[config.mk]
export PLATFORM = sky130hd
export DESIGN_NAME = modport_ram_flat
export DESIGN_NICKNAME = d
export VERILOG_FILES = /design/src/rtl/modport_ram_if.sv /design/src/rtl/modport_ram.sv /design/src/flat_wrapper.sv
export SDC_FILE = /design/constraint.sdc
export NUM_CORES = 1
export LEC_CHECK = 0
export ABC_CLOCK_PERIOD_IN_PS = 1950
export BUFFER_PORTS_ARGS = -buffer_cell sky130_fd_sc_hd__buf_2
export CAP_MARGIN = 40
export CORE_MARGIN = 5
export CORE_UTILIZATION = 50
export CTS_BUF_LIST = sky130_fd_sc_hd__clkbuf_16
export DETAILED_ROUTE_END_ITERATION = 10
export PLACE_DENSITY = 0.67
export SYNTH_ARGS = -nofsm -noshare
export SYNTH_HDL_FRONTEND = slang
export SYNTH_SLANG_ARGS = --single-unit
[constraint.sdc]
create_clock -name clk -period 1.95 [get_ports clk]
set_input_delay 0.39 -clock clk [delete_from_list [all_inputs] [get_ports clk]]
set_output_delay 0.39 -clock clk [all_outputs]
set_load 0.01 [all_outputs]
[src/rtl/modport_ram_if.sv]
// Bus bundle for the 16x8 dual-port RAM.
// master drives the write and read requests. slave is the RAM side and returns read data.
interface modport_ram_if #(
  parameter int DATA_WIDTH = 8,
  parameter int ADDR_WIDTH = 4
);
  logic                  wr_enb;
  logic [ADDR_WIDTH-1:0] wr_addr;
  logic [DATA_WIDTH-1:0] wr_data;
  logic                  rd_enb;
  logic [ADDR_WIDTH-1:0] rd_addr;
  logic [DATA_WIDTH-1:0] rd_data;

  modport master (
    output wr_enb, wr_addr, wr_data, rd_enb, rd_addr,
    input  rd_data
  );

  modport slave (
    input  wr_enb, wr_addr, wr_data, rd_enb, rd_addr,
    output rd_data
  );
endinterface

[src/rtl/modport_ram.sv]
// Dual-port synchronous RAM: one write port and one registered read port on a shared clock.
// When a read and a write hit the same address in the same cycle, the read returns the
// old word (read-first). Reset clears every word and the read register.
module modport_ram #(
  parameter int DATA_WIDTH = 8,
  parameter int ADDR_WIDTH = 4,
  parameter int DEPTH      = 2 ** ADDR_WIDTH
) (
  input logic          clk,
  input logic          rst,
  modport_ram_if.slave bus
);

  logic [DATA_WIDTH-1:0] r_mem [0:DEPTH-1];
  logic [DATA_WIDTH-1:0] r_rd_data_p1;

  // Storage: reset clears all words, otherwise an enabled write updates one word
  always_ff @(posedge clk) begin
    if (rst) begin
      for (int i = 0; i < DEPTH; i++) begin
        r_mem[i] <= '0;
      end
    end else if (bus.wr_enb) begin
      r_mem[bus.wr_addr] <= bus.wr_data;
    end
  end

  // Read stage p1: capture the pre-write word, and hold the last value while rd_enb is low
  always_ff @(posedge clk) begin
    if (rst) begin
      r_rd_data_p1 <= '0;
    end else if (bus.rd_enb) begin
      r_rd_data_p1 <= r_mem[bus.rd_addr];
    end
  end

  assign bus.rd_data = r_rd_data_p1;

endmodule

[src/flat_wrapper.sv]
// flat-port wrapper written by rule: the top's interface ports become plain ports
module modport_ram_flat 
#(
  parameter int DATA_WIDTH = 8,
  parameter int ADDR_WIDTH = 4,
  parameter int DEPTH      = 2 ** ADDR_WIDTH
)
  (clk, rst, bus_wr_enb, bus_wr_addr, bus_wr_data, bus_rd_enb, bus_rd_addr, bus_rd_data);
  modport_ram_if #(.DATA_WIDTH(DATA_WIDTH), .ADDR_WIDTH(ADDR_WIDTH)) bus_i ();
  input logic clk;
  input logic rst;
  input wire logic [$bits(bus_i.wr_enb)-1:0] bus_wr_enb;
  input wire logic [$bits(bus_i.wr_addr)-1:0] bus_wr_addr;
  input wire logic [$bits(bus_i.wr_data)-1:0] bus_wr_data;
  input wire logic [$bits(bus_i.rd_enb)-1:0] bus_rd_enb;
  input wire logic [$bits(bus_i.rd_addr)-1:0] bus_rd_addr;
  output wire logic [$bits(bus_i.rd_data)-1:0] bus_rd_data;
  assign bus_i.wr_enb = bus_wr_enb;
  assign bus_i.wr_addr = bus_wr_addr;
  assign bus_i.wr_data = bus_wr_data;
  assign bus_i.rd_enb = bus_rd_enb;
  assign bus_i.rd_addr = bus_rd_addr;
  assign bus_rd_data = bus_i.rd_data;
  modport_ram #(.DATA_WIDTH(DATA_WIDTH), .ADDR_WIDTH(ADDR_WIDTH), .DEPTH(DEPTH)) u_core (.clk(clk), .rst(rst), .bus(bus_i));
endmodule
==> results of run 1 <==
## stage by stage
stage	setup slack, ps	cells	power, W	hold slack (ps)
after floorplan	199	470	0.00375	482
after global placement	174	668	0.00396	437
after detailed placement	122	668	0.00397	441
after CTS	576	700	0.00691	368
after global routing	515	700	0.00708	408
final	567	700	0.00687	393
## power groups by stage
stage / clock (W) / combinational, W / sequential, W
detailed placement: 0 / 0.000493 / 0.00348
global placement: 0 / 0.000485 / 0.00347
finish: 0.00296 / 0.000491 / 0.00342
global route: 0.00312 / 0.000532 / 0.00344
CTS: 0.00299 / 0.000494 / 0.00342
floorplan: 0 / 0.000284 / 0.00346
## layout by cell type, fill, tap and decap left out
cell type / count
a21oi_1: 8
nand3b_1: 1
buf_12: 2
inv_1: 4
nor3_2: 1
nand3_1: 24
nand2b_1: 2
bufinv_16: 2
and2_1: 129
nor2b_1: 2
nor2_2: 3
buf_2: 26
clkinv_2: 4
a22oi_1: 24
nor2_1: 11
edfxtp_1: 128
nand4b_1: 1
or4b_4: 1
nand4bb_1: 2
nor3b_1: 1
clkbuf_16: 17
nor3_1: 3
buf_4: 26
clkinv_1: 3
mux2i_1: 64
nand2_1: 17
dfxtp_1: 8
clkinvlp_4: 2
or2_2: 16
## worst max path at each step
stage	startpoint	endpoint	slack (ps)	cells after the start
after floorplan	bus_wr_addr[0]	u_core.r_mem[0][0]$_SDFFCE_PN0P_	200	3
after global placement	bus_wr_addr[0]	u_core.r_mem[0][2]$_SDFFCE_PN0P_	170	4
after detailed placement	bus_wr_addr[0]	u_core.r_mem[0][2]$_SDFFCE_PN0P_	120	4
after CTS	bus_wr_addr[0]	u_core.r_mem[0][6]$_SDFFCE_PN0P_	580	4
after global routing	bus_wr_addr[0]	u_core.r_mem[0][2]$_SDFFCE_PN0P_	510	4
final	bus_wr_addr[0]	u_core.r_mem[0][6]$_SDFFCE_PN0P_	570	4
## state kept, by name, indices dropped and copies added, names as in the netlist
register and count:
u_core.bus.rd_data 8, u_core.r_mem 128
## cells by family (layout without fill, tap and decap cells)
kind of cell / Yosys count / after routing
multiplexers: 64 / 64
buffers and inverters: 24 / 86
AND/OR/NAND/NOR: 214 / 214
AO/OA/AOI/OAI: 32 / 32
flip-flops: 136 / 136
## worst register-to-register path: cells and delay by family (launching register included)
family | cells | cell delay (ps)
flip-flops | 1 | 360
multiplexers | 1 | 260
AO/OA/AOI/OAI | 1 | 220
AND/OR/NAND/NOR | 2 | 200
## area by class of cell
type / instances / area share [%]
clock inverters: 15 / 1.67
repair buffers: 54 / 5.04
multi-input cells: 310 / 29.3
clock buffers: 17 / 5.87
flip-flops and latches: 136 / 55.2
well taps: 168 / 2.90
## per-layer routing
| layer | part of all wire [%] | global-route usage [%] | vias to the layer above |
|---|---|---|---|
| li1 | - | - | 1791 |
| met1 | 43 | 26.8 | 1797 |
| met2 | 48 | 32.8 | 111 |
| met3 | 6.6 | 5.43 | 25 |
| met4 | 2.5 | 8.47 | 0 |
| met5 | 0 | 0 | - |
==> results.py, run 1 <==
metrics = {
    "synthesis": {
        "ys_top_cells_by_area": "edfxtp_1 62%, and2_1 13%, mux2i_1 10%",
        "synth_xor_area_share_pct": 0,
        "synth_common_cells": "129 x and2_1, 128 x edfxtp_1, 64 x mux2i_1",
        "netlist.area_leader.share_pct": 61.7,
        "synthSimpleGateAreaFrac_pct": 20.3,
        "synth-main-ff-cell": "edfxtp_1",
        "synthArstFlopShare_pct": 0,
        "synth.most_common_cell": "and2_1",
        "synthCells": 470,
        "synthMuxAreaShare_pct": 10.3,
        "syn-mean-instance-area_um2": 13.2,
        "synth_top_family_by_area": "simple AND/OR/NAND/NOR gates",
        "ys_ff_latch": 136,
        "synth_cell_types": 22,
        "ys.warnings.count": 0,
        "synth_area_leader_cell": "edfxtp_1",
        "synth-compound-area-share_pct": 3.54,
        "netlist_area_um2": 6220,
        "synth-adder-area-share_pct": 0,
        "ys_seq_area_share_pct": 64.3,
        "synth_edf_count": 128,
        "synth_nets": 490,
    },
    "timing": {
        "setup_tns_ps": 0,
        "slew_headroom_pct": 65.3,
        "skew_ps": 4.33,
        "min_period_ps": 1380,
        "rsz0062_at_grt": "no",
        "slew_violations": 0,
        "final_hold_viol_count": 0,
        "setup_viol_count_final": 0,
        "timing.fmax_ghz": 0.723,
        "worst_slew_pin_slew_ps": 518,
        "period_share_pct": 70.9,
    },
    "finish": {
        "diodes": 0,
        "fin_nets": 539,
        "final_util_pct": 59.8,
        "nFillCells": 991,
        "regArea_um2": 4000,
        "fin_area_um2": 7250,
        "area_growth_pct": 16.4,
        "drive_gt1_share_pct": 18.8,
        "multi_input_area_um2": 2120,
    },
    "critical_path": {
        "path_buf_inv": 1,
        "rr_endpoint": "u_core.bus.rd_data[0]$_SDFFE_PP0P_",
        "crit_type": "in2reg",
        "reg2regPathDepth": 4,
        "rr_startpoint": "u_core.r_mem[6][0]$_SDFFCE_PN0P_",
        "crit_path_start_kind": "primary input",
        "cp.arrival_ps": 1500,
        "endpoint_kind": "register",
        "cp_slowest_stage_delay_ps": 590,
        "r2r_setup_slack_ps": 790,
        "critPathSlowestCell": "or4b_4",
        "crit_chain": "buf_2 > or4b_4 > nor3_2 > or2_2",
        "critPathMaxFanout": 8,
        "critPathRequiredTime_ps": 2060,
        "cp_top_family": "simple AND/OR/NAND/NOR gates",
    },
    "global_route": {
        "antenna_found_initial": 0,
        "grt_max_degree": 28,
        "grt_pass1_wl_um": 21500,
        "track_usage_pct": 20.5,
        "grt_pass1_vias": 3767,
        "gr-total-overflow": 0,
    },
    "pwr": {
        "combinationalPowerShare_pct": 7.2,
        "clkPwrFrac_pct": 43.1,
        "power.density_nw_per_um2": 947,
        "ir_drop_uv": 629,
        "switching_share_pct": 21.8,
        "internal_power_w": 0.00537,
        "p_seq_share_pct": 49.8,
        "p_sw_w": 0.00150,
        "p_leak_nw": 2.83,
    },
    "clock_tree": {
        "postCtsSetupRepairBufs": 0,
        "cts_hold_buffers": 0,
        "cts.sinks": 136,
        "clockRootBuffer": "clkbuf_16",
        "clk-insertion-delay-late_ps": 420,
        "cts_tree": "built",
        "h-tree-depth": 4,
        "clk_pin_slew_ps": 50,
        "cts_buffers": 17,
        "clockBufferDepth": 2,
        "post_cts_resize_count": 0,
    },
    "floorplan": {
        "die_w_um": 122,
        "io_pins": 28,
        "initial_core_util_pct": 51.4,
        "core_area_um2": 12100,
        "core.rowCount": 40,
        "design.die.area_um2": 14800,
        "dieHeight_um": 122,
    },
    "placed_design": {
        "post_dp_cell_area_um2": 6700,
        "port_buffers": 27,
        "hpwl_um": 9720,
        "place_congestion": 0.812,
    },
    "routing": {
        "wl_um": 14100,
        "via_count": 3724,
        "wl_per_cell_um": 20.1,
        "drt_iter0_markers": 426,
        "vias_per_cell": 5.32,
        "dr.pass1.iters": 5,
        "antenna_left": 0,
        "drc": 0,
    },
    "worst_hold_path": {
        "hold_class": "in2reg",
        "min-delay-start": "bus_rd_enb",
        "min_path_cells": 4,
        "worstHoldEndpoint": "u_core.bus.rd_data[6]$_SDFFE_PP0P_",
    },
    "job": {
        "maxCapViolCount": 0,
    },
    "status": {
        "status": "complete, no violations",
    },
}
Note: power is estimated with default switching activity, not from simulation.
==> run 2: changes to the inputs <==
ABC_CLOCK_PERIOD_IN_PS = 1200   (was 1950)
PLACE_DENSITY = 0.7   (was 0.67)
clock period = 1.2 ns   (was 1.95 ns; I/O delays follow)
==> results.py, run 2 (synthesis gave the netlist of run 1 again) <==
metrics = {
    "critical_path": {
        "cp.arrival_ps": 1300,
        "reg2regPathDepth": 4,
        "crit_path_start_kind": "primary input",
        "crit_type": "in2reg",
        "critPathRequiredTime_ps": 1320,
        "critPathMaxFanout": 8,
        "endpoint_kind": "register",
    },
    "floorplan": {
        "core.rowCount": 40,
        "design.die.area_um2": 14800,
        "die_w_um": 122,
        "core_area_um2": 12100,
        "initial_core_util_pct": 51.4,
        "dieHeight_um": 122,
        "io_pins": 28,
    },
    "global_route": {
        "antenna_found_initial": 1,
        "track_usage_pct": 20.2,
        "grt_max_degree": 33,
        "gr-total-overflow": 0,
        "grt_pass1_vias": 3985,
        "grt_pass1_wl_um": 21600,
    },
    "timing": {
        "rsz0062_at_grt": "no",
        "slew_headroom_pct": 73.4,
        "period_share_pct": 98.3,
        "timing.fmax_ghz": 0.847,
        "skew_ps": 6.11,
        "slew_violations": 0,
        "worst_slew_pin_slew_ps": 398,
        "finalWorstSetupSlack_ps": 20.0,
        "final_hold_viol_count": 0,
        "min_period_ps": 1180,
        "setup_viol_count_final": 0,
    },
    "finish": {
        "drive_gt1_share_pct": 23.4,
        "top_register": "u_core.r_mem",
        "largest_reg_flops": 128,
        "nFillCells": 926,
        "final_common_cell": "and2_1",
        "final_cell_mix": "129 x and2_1, 128 x edfxtp_1, 63 x mux2i_1, 40 x buf_4",
        "area_growth_pct": 20.5,
        "fin_nets": 554,
    },
    "worst_hold_path": {
        "hold_class": "in2reg",
        "min_path_cells": 5,
    },
    "routing": {
        "dr.pass1.iters": 4,
        "drc": 0,
        "wl_um": 13700,
        "vias_per_cell": 5.38,
        "antenna_left": 0,
        "wl_per_cell_um": 19.2,
        "drt_iter0_markers": 384,
        "via_count": 3852,
    },
    "pwr": {
        "clkPwrFrac_pct": 42.4,
        "p_sw_w": 0.00241,
        "switching_share_pct": 21.6,
        "power_w": 0.0112,
        "power.density_nw_per_um2": 1490,
        "combinationalPowerShare_pct": 7.8,
        "p_leak_nw": 2.94,
        "ir_drop_uv": 800,
        "p_seq_share_pct": 49.8,
        "internal_power_w": 0.00875,
    },
    "clock_tree": {
        "clockBufferDepth": 2,
        "cts_tree": "built",
        "clk_pin_slew_ps": 50,
        "cts_buffers": 17,
        "cts.sinks": 136,
        "clockRootBuffer": "clkbuf_16",
        "h-tree-depth": 4,
        "clk-insertion-delay-late_ps": 420,
        "postCtsSetupRepairBufs": 0,
    },
    "job": {
        "maxCapViolCount": 0,
    },
    "placed_design": {
        "pre_cts_ws_ps": -419,
        "port_buffers": 27,
        "hpwl_um": 9590,
        "place_congestion": 0.806,
    },
    "status": {
        "status": "complete, no violations",
    },
}
-- run 2: cell types whose count changed in the layout (fill, tap and decap cells not counted), moves of 6 or more --
| cell | change |
|---|---|
| buf_4 | +14 |
| nor2_1 | -6 |
| nor2_2 | +6 |
| or2_2 | -8 |
| or2_4 | +8 |
-- run 2: power groups by stage --
stage | Combinational [W] | Sequential [W] | Clock [W]
2_1_floorplan | 0.000488 | 0.00563 | 0
3_3_place_gp | 0.000838 | 0.00564 | 0
3_5_place_dp | 0.000855 | 0.00565 | 0
4_1_cts | 0.000860 | 0.00556 | 0.00480
5_1_grt | 0.000940 | 0.00558 | 0.00504
6_report | 0.000866 | 0.00556 | 0.00474
-- run 2: path summary, 6_finish.rpt --
kind | end | slack (ps) | start
max | u_core.r_mem[0][5]$_SDFFCE_PN0P_ | 20 | bus_wr_addr[0]
min | u_core.bus.rd_data[2]$_SDFFE_PP0P_ | 300 | bus_rd_addr[1]
max reg2reg | u_core.bus.rd_data[4]$_SDFFE_PP0P_ | 80 | u_core.r_mem[6][4]$_SDFFCE_PN0P_
min reg2reg | u_core.bus.rd_data[4]$_SDFFE_PP0P_ | 450 | u_core.bus.rd_data[4]$_SDFFE_PP0P_
-- run 2: metal layers --
metal | vias to the layer above | part of all wire [%] | global-route usage, %
met5 | - | 0 | 0
met4 | 0 | 3.4 | 10.7
met3 | 38 | 5.8 | 5.48
met2 | 100 | 47 | 30.1
met1 | 1884 | 44 | 27.0
li1 | 1830 | - | -
-- run 2: critical path, cell delays in order --
cell	delay [ps]
buf_6	100
or4b_4	590
nor3_4	150
or2_4	210
-- run 2: stage by stage --
step / utilization, % / hold WS [ps] / cells / cell area (µm²) / TNS [ps]
after detailed placement: 57.2 / 439 / 683 / 6920 / -75510
after global routing: 61.9 / 304 / 716 / 7500 / 0
after global placement: 57.2 / 432 / 683 / 6920 / -72450
after floorplan: - / 438 / 470 / 6340 / -18780
after CTS: 61.7 / 280 / 715 / 7480 / 0
final: 61.9 / 295 / 716 / 7500 / 0
-- run 2: area by class of cell --
class,count,area [µm²],area share [%]
tap,168,210,2.80
timing repair buffer,69,503,6.71
antenna,1,2.50,0.0334
multi-input combinational,310,2230,29.7
clock buffer,20,500,6.67
clock inverter,12,53.8,0.717
sequential,136,4000,53.4
-- run 2: what timing repair did --
| action | in CTS | in global routing |
|---|---|---|
| resized for setup | 0 | 6 |
| hold buffers | 0 | 0 |
| endpoints found under the setup margin | 0 | 22 |
